## src/rtl/expr_pkg.sv

```systemverilog
// rtl/expr_pkg.sv - shared constants, state encoding and character classes for the expression sequencer
package expr_pkg;

   localparam logic [7:0] CH_0    = 8'h30;
   localparam logic [7:0] CH_9    = 8'h39;
   localparam logic [7:0] CH_PLUS = 8'h2B;
   localparam logic [7:0] CH_STAR = 8'h2A;
   localparam logic [7:0] CH_EQ   = 8'h3D;
   localparam logic [7:0] CH_SP   = 8'h20;

   localparam logic [1:0] S_NUM = 2'd0;
   localparam logic [1:0] S_OP  = 2'd1;
   localparam logic [1:0] S_ERR = 2'd2;
   localparam logic [1:0] S_OUT = 2'd3;

   typedef enum logic [2:0] {
      CL_DIG,
      CL_OP_ADD,
      CL_OP_MUL,
      CL_EQ,
      CL_SP,
      CL_BAD
   } char_class_t;

endpackage

```

## src/rtl/expr_char_class.sv

```systemverilog
// rtl/expr_char_class.sv - combinational byte classifier with digit value extraction
module expr_char_class
   import expr_pkg::*;
(
   input  logic [7:0]  ch_i,
   output char_class_t cls_o,
   output logic [3:0]  digit_o
);

   // Decode one byte; ASCII digits sit at 0x30..0x39 so the low nibble is the value
   always_comb begin
      cls_o   = CL_BAD;
      digit_o = 4'd0;
      if (ch_i >= CH_0 && ch_i <= CH_9) begin
         cls_o   = CL_DIG;
         digit_o = ch_i[3:0];
      end else if (ch_i == CH_PLUS) begin
         cls_o = CL_OP_ADD;
      end else if (ch_i == CH_STAR) begin
         cls_o = CL_OP_MUL;
      end else if (ch_i == CH_EQ) begin
         cls_o = CL_EQ;
      end else if (ch_i == CH_SP) begin
         cls_o = CL_SP;
      end
   end

endmodule

```

## src/rtl/expr_eval_ctrl.sv

```systemverilog
// rtl/expr_eval_ctrl.sv - grammar-checking '+'/'*' expression evaluator with one result per '='
module expr_eval_ctrl
   import expr_pkg::*;
#(
   parameter int W = 8
) (
   input  logic         clk,
   input  logic         clr,
   input  logic         in_valid,
   input  logic [7:0]   in_data,
   output logic         in_ready,
   output logic         res_valid,
   output logic [W-1:0] res_data,
   output logic         res_err,
   output logic         res_ovf,
   output logic         busy
);

   localparam logic [W-1:0] ONE  = {{(W-1){1'b0}}, 1'b1};
   localparam logic [W-1:0] ZERO = '0;

   logic [1:0]   state_q, state_d;
   logic [W-1:0] sum_q, sum_d;
   logic [W-1:0] prod_q, prod_d;
   logic         ovf_q, ovf_d;
   logic [W-1:0] res_data_q, res_data_d;
   logic         res_err_q, res_err_d;
   logic         res_ovf_q, res_ovf_d;
   logic         busy_q, busy_d;

   char_class_t  cls;
   logic [3:0]   digit;
   logic         accept;

   // Products and sums are formed 4 bits wider so the lost high bits reveal overflow
   logic [W+3:0] mul_full;
   logic [W+3:0] add_full;
   logic         mul_ovf;
   logic         add_ovf;

   expr_char_class u_class (
      .ch_i    (in_data),
      .cls_o   (cls),
      .digit_o (digit)
   );

   assign accept   = in_valid & in_ready;
   assign mul_full = {4'b0000, prod_q} * {{W{1'b0}}, digit};
   assign add_full = {4'b0000, sum_q} + {4'b0000, prod_q};
   assign mul_ovf  = |mul_full[W+3:W];
   assign add_ovf  = |add_full[W+3:W];

   // State register
   always_ff @(posedge clk) begin
      if (clr) begin
         state_q <= S_NUM;
      end else begin
         state_q <= state_d;
      end
   end

   // Next-state: spaces never move the FSM; S_OUT always lasts exactly one cycle
   always_comb begin
      state_d = state_q;
      unique case (state_q)
         S_NUM: begin
            if (accept) begin
               case (cls)
                  CL_DIG:  state_d = S_OP;
                  CL_EQ:   state_d = S_OUT;
                  CL_SP:   state_d = S_NUM;
                  default: state_d = S_ERR;
               endcase
            end
         end
         S_OP: begin
            if (accept) begin
               case (cls)
                  CL_OP_ADD, CL_OP_MUL: state_d = S_NUM;
                  CL_EQ:                state_d = S_OUT;
                  CL_SP:                state_d = S_OP;
                  default:              state_d = S_ERR;
               endcase
            end
         end
         S_ERR: begin
            if (accept && cls == CL_EQ) begin
               state_d = S_OUT;
            end
         end
         S_OUT: begin
            state_d = S_NUM;
         end
      endcase
   end

   // Output decode: the result pulse and the input stall are both the S_OUT cycle
   always_comb begin
      in_ready  = (state_q != S_OUT);
      res_valid = (state_q == S_OUT);
   end

   // Datapath next-state: accumulate sum-of-products, latch results on '='
   always_comb begin
      sum_d      = sum_q;
      prod_d     = prod_q;
      ovf_d      = ovf_q;
      res_data_d = res_data_q;
      res_err_d  = res_err_q;
      res_ovf_d  = res_ovf_q;
      busy_d     = busy_q;
      if (state_q == S_OUT) begin
         sum_d  = ZERO;
         prod_d = ONE;
         ovf_d  = 1'b0;
         busy_d = 1'b0;
      end else if (accept && cls != CL_SP) begin
         busy_d = 1'b1;
         unique case (state_q)
            S_NUM: begin
               if (cls == CL_DIG) begin
                  prod_d = mul_full[W-1:0];
                  ovf_d  = ovf_q | mul_ovf;
               end else if (cls == CL_EQ) begin
                  res_data_d = ZERO;
                  res_err_d  = 1'b1;
                  res_ovf_d  = 1'b0;
               end
            end
            S_OP: begin
               if (cls == CL_OP_ADD) begin
                  sum_d  = add_full[W-1:0];
                  prod_d = ONE;
                  ovf_d  = ovf_q | add_ovf;
               end else if (cls == CL_EQ) begin
                  res_data_d = add_full[W-1:0];
                  res_err_d  = 1'b0;
                  res_ovf_d  = ovf_q | add_ovf;
               end
            end
            S_ERR: begin
               if (cls == CL_EQ) begin
                  res_data_d = ZERO;
                  res_err_d  = 1'b1;
                  res_ovf_d  = 1'b0;
               end
            end
            default: begin
            end
         endcase
      end
   end

   // Datapath and result registers; reset discards any partial expression
   always_ff @(posedge clk) begin
      if (clr) begin
         sum_q      <= ZERO;
         prod_q     <= ONE;
         ovf_q      <= 1'b0;
         res_data_q <= ZERO;
         res_err_q  <= 1'b0;
         res_ovf_q  <= 1'b0;
         busy_q     <= 1'b0;
      end else begin
         sum_q      <= sum_d;
         prod_q     <= prod_d;
         ovf_q      <= ovf_d;
         res_data_q <= res_data_d;
         res_err_q  <= res_err_d;
         res_ovf_q  <= res_ovf_d;
         busy_q     <= busy_d;
      end
   end

   assign res_data = res_data_q;
   assign res_err  = res_err_q;
   assign res_ovf  = res_ovf_q;
   assign busy     = busy_q;

endmodule

```

## config.mk

```make
export PLATFORM = sky130hd
export DESIGN_NAME = expr_eval_ctrl
export DESIGN_NICKNAME = d
export VERILOG_FILES = /design/src/rtl/expr_pkg.sv /design/src/rtl/expr_char_class.sv /design/src/rtl/expr_eval_ctrl.sv
export SDC_FILE = /design/constraint.sdc
export NUM_CORES = 1
export LEC_CHECK = 0
export ABC_AREA = 1
export ABC_CLOCK_PERIOD_IN_PS = 9100
export CORE_MARGIN = 4
export CORE_UTILIZATION = 60
export CTS_CLUSTER_SIZE = 20
export DETAILED_ROUTE_END_ITERATION = 12
export HOLD_SLACK_MARGIN = 0.06
export PLACE_DENSITY_LB_ADDON = 0.25
export SLEW_MARGIN = 20
export SYNTH_ARGS = -nofsm -noshare
export SYNTH_HDL_FRONTEND = slang
export SYNTH_HIERARCHICAL = 1
export SYNTH_SLANG_ARGS = --single-unit
```

## constraint.sdc

```tcl
create_clock -name clk -period 9.1 [get_ports clk]
set_input_delay 0.91 -clock clk [delete_from_list [all_inputs] [get_ports clk]]
set_output_delay 0.91 -clock clk [all_outputs]
set_load 0.05 [all_outputs]
```

==> Flow_metrics.wiki <==
{| class="wikitable"
! Metric !! Value
|-
| Outcome || completed
|-
| Clk sinks || 30
|-
| Detail Route met2 WL || 2.99 mm
|-
| Commonest cells after routing, fill and taps aside || 126 x nand2_1, 85 x inv_1, 35 x nor2_1, 30 x dfxtp_1, 29 x a21oi_1
|-
| Min-delay worst type || reg -> reg
|-
| P&R area growth vs syn || 13.2%
|-
| LEAKAGE || 1.73 nW
|-
| Worst Path Arrival || 4.84 ns
|-
| Period utilization || 51.5%
|-
| Final core area utilization || 71.4%
|-
| Number of buffers inserted by post-CTS setup repair || 0
|-
| PnR worst setup slack || 4.42 ns
|-
| Buffers from clock root to sink, at most || 2
|-
| Start-to-end type of the worst setup path || in -> reg
|-
| Min-Delay Startpoint || res_data[0]
|-
| Distinct cells, synth || 31
|-
| Clock latency of the later-clocked register in the worst-skew pair || 0.28 ns
|-
| Most area-hungry cell type in the Yosys netlist || dfxtp_1
|-
| Multi-input gate area in the final layout || 0.00181 sq mm
|-
| Main combinational cell family by area after synthesis || simple AND/OR/NAND/NOR gates
|-
| Synthesized netlist cell count || 429
|-
| WP data required || 9.25 ns
|-
| Filler Cell Count || 377
|-
| Power density cells || 93.1 mW/mm^2
|-
| Slowest-stage cell, CP || clkdlybuf4s50_1
|-
| Total count of max-transition violations in the final report || 0
|-
| Crit path from || in_data[3]
|-
| # nets final || 501
|-
| Final setup viols || 0
|-
| Initial antenna violation count || 0
|-
| Net switching power of the design || 0.0000843 W
|-
| Total gr overflow || 0
|-
| Number of storage elements in the synthesis netlist || 30
|-
| Clock period minus worst slack || 4.68 ns
|-
| Total power || 0.000294 W
|-
| Startpoint Class || primary input
|-
| Drt first pass iters || 4
|-
| RD Place Congestion || 0.912
|-
| Resized Gates After CTS || 0
|-
| Relative max-transition margin || 63.7%
|-
| Root cell of the clock tree || clkbuf_8
|-
| Worst VDD drop || 76.5 uV
|-
| Proportion of total power due to net switching || 28.7%
|-
| Synth Area in Compound Gates || 10.2%
|-
| Fraction of the mapped netlist area in simple logic gates || 31.7%
|-
| Clock group share of total power || 38.7%
|-
| Worst hold slack || 0.465 ns
|-
| Achievable clock frequency || 0.214 GHz
|-
| Clock-pin slew on the worst setup and hold paths || 0.07 ns
|-
| Count of input and output buffers || 23
|-
| Iter 0 DRT Violations || 163
|-
| Nature of the critical path endpoint || register
|-
| Total negative slack for setup checks || 0 ns
|-
| Number of top-level design ports || 24
|-
| Vertical extent of the die || 76.1 um
|-
| Reg2Reg Launch Point || prod_q[1]
|-
| Ordered list of cells on the worst path || clkdlybuf4s50_1, nand2_1, nor2_1, nand2_1, nand2_2, nand2_2, nor2_1, nand2_1, fa_1, inv_1, fa_1, fa_1, nand3_1, nand3_1, nand2_1, nand2_1, nand2_1, nand2_1, nor2_1, nand3_1, nand2_1, a21oi_1
|-
| Clock tree from TritonCTS || yes
|-
| Most common library cell in the layout ignoring fill and taps || nand2_1
|-
| Internal Power || 0.000209 W
|-
| Area of the mapped netlist || 0.00279 sq mm
|-
| Routed Wire Length || 6.13 mm
|-
| Via count normalized by instance count || 5.37
|-
| Count of antenna-violating nets left after detailed routing || 0
|-
| Stage delay of the slowest cell on the critical path || 0.55 ns
|-
| Number of endpoints with negative hold slack in the final report || 0
|-
| Detail-routed net length per standard cell || 12.1 um
|-
| Routed met1 length || 2.73 mm
|-
| CP Max Fanout || 8
|-
| Hold-fix buffers, CTS || 0
|-
| Layout Skew || 0.00645 ns
|-
| Post-DP HPWL || 4.99 mm
|-
| Unrepaired setup endpoints after global routing || no
|-
| Core Region || 0.00441 sq mm
|-
| Seq/Total Area, Yosys || 21.6%
|-
| Mean Syn Cell Area || 6.50 sq um
|-
| Area share of the largest cell type after synthesis || 21.6%
|-
| Number of warnings reported in the yosys synthesis log || 6
|-
| Topmost layer with routed signal wires || met4
|-
| Synth Area in XOR/XNOR || 2.83%
|-
| Placement Rows || 24
|-
| Post-synthesis net count || 477
|-
| Post-Place Worst Slack || 4.16 ns
|-
| Multiplexer area fraction after synthesis || 0%
|-
| Pin count of the biggest net entering global routing || 14
|-
| Number of remaining DRC errors || 0
|-
| Die area || 0.00580 sq mm
|-
| Die extent in x || 76.1 um
|-
| Gate power share || 14.5%
|-
| CTS buffer count || 5
|-
| Number of global-route vias before repair || 2602
|-
| Tightest Pin Transition || 0.543 ns
|-
| Total via count after detailed routing || 2717
|-
| Cell seen most often among critical-path stages || nand2_1
|-
| Detail Route met3 WL || 238 um
|-
| Effective utilization at floorplan || 63.1%
|-
| Proportion of layout cells with a drive suffix above 1 || 6.39%
|-
| Number of maximum-capacitance violations || 0
|-
| Final antenna diode count || 0
|-
| Setup slack of the most critical reg-to-reg path || 6.09 ns
|-
| Adder-cell area share of the yosys netlist || 20.1%
|-
| Total area of sequential cells || 601 sq um
|-
| Global-route wire length before repair || 11.2 mm
|-
| Top cells by area, synth || dfxtp_1 22%, nand2_1 17%, inv_1 11%
|-
| Fraction of power consumed by sequential logic || 46.8%
|-
| Total routing resource utilization after global routing || 22.8%
|-
| H-tree lvl count || 2
|}
[cell usage after synthesis, drive strengths merged]
cell,number
buf,1
a2bb2oi,2
o2111ai,1
a31oi,2
o21ai,14
clkbuf,5
fa,13
inv,93
nor3,1
nand3,22
o21bai,1
xnor2,5
dfxtp,30
a22oi,2
nor2,40
nand2,133
a21oi,29
o211ai,1
xor2,4
ha,24
nand3b,1
nand4,5
[power groups by stage]
stage / registers [W] / clock network, W / logic, W
finish: 0.000137 / 0.000114 / 0.0000427
global route: 0.000138 / 0.000122 / 0.0000482
CTS: 0.000137 / 0.000114 / 0.0000427
detailed placement: 0.000140 / 0 / 0.0000423
global placement: 0.000140 / 0 / 0.0000407
floorplan: 0.000141 / 0 / 0.0000284
[final cells by class]
class	count	share of cell area (%)
Clock buffer	6	2.62
Multi-Input combinational cell	300	57.3
Tap cell	52	2.06
Clock inverter	2	0.397
Sequential cell	30	19.0
Inverter	93	11.3
Timing Repair Buffer	23	7.30
[cell families after synthesis]
family	Yosys count
adders and majority gates	37
buffers and inverters	99
xor gates and xnor gates	9
DFF	30
and+or+nand+nor	202
AOI/OAI and AO/OA	52
[worst max-delay path: cells and delay by family]
kind	cells	cell delay, ns
buf+inv	2	0.60
compound gates	1	0.05
fa+ha+maj	3	1.56
simple gates	16	1.71
[through the flow]
| stage | std cells | instance area (sq um) |
|---|---|---|
| after floorplan | 429 | 2790 |
| after global placement | 498 | 3060 |
| after detailed placement | 498 | 3060 |
| after CTS | 506 | 3150 |
| after global routing | 506 | 3150 |
| final | 506 | 3150 |
[final timing paths]
kind / endpoint / cells after the start
min reg2reg: res_data[0] / 2
min: res_data[0] / 2
max reg2reg: ovf_q / 15
max: ovf_q / 22
[flip-flops by register name, indices dropped and copies added (netlist names)]
name / flops
busy: 1
res_data: 8
res_ovf: 1
ovf_q: 1
res_err: 1
sum_q: 8
prod_q: 8
state_q: 2
[metal layers]
| metal | GRT usage [%] | vias to the layer above |
|---|---|---|
| li1 | - | 1368 |
| met1 | 28.0 | 1262 |
| met2 | 39.3 | 68 |
| met3 | 4.14 | 19 |
| met4 | 8.57 | 0 |
| met5 | 0 | - |
Power figures use the tool's default switching activity.
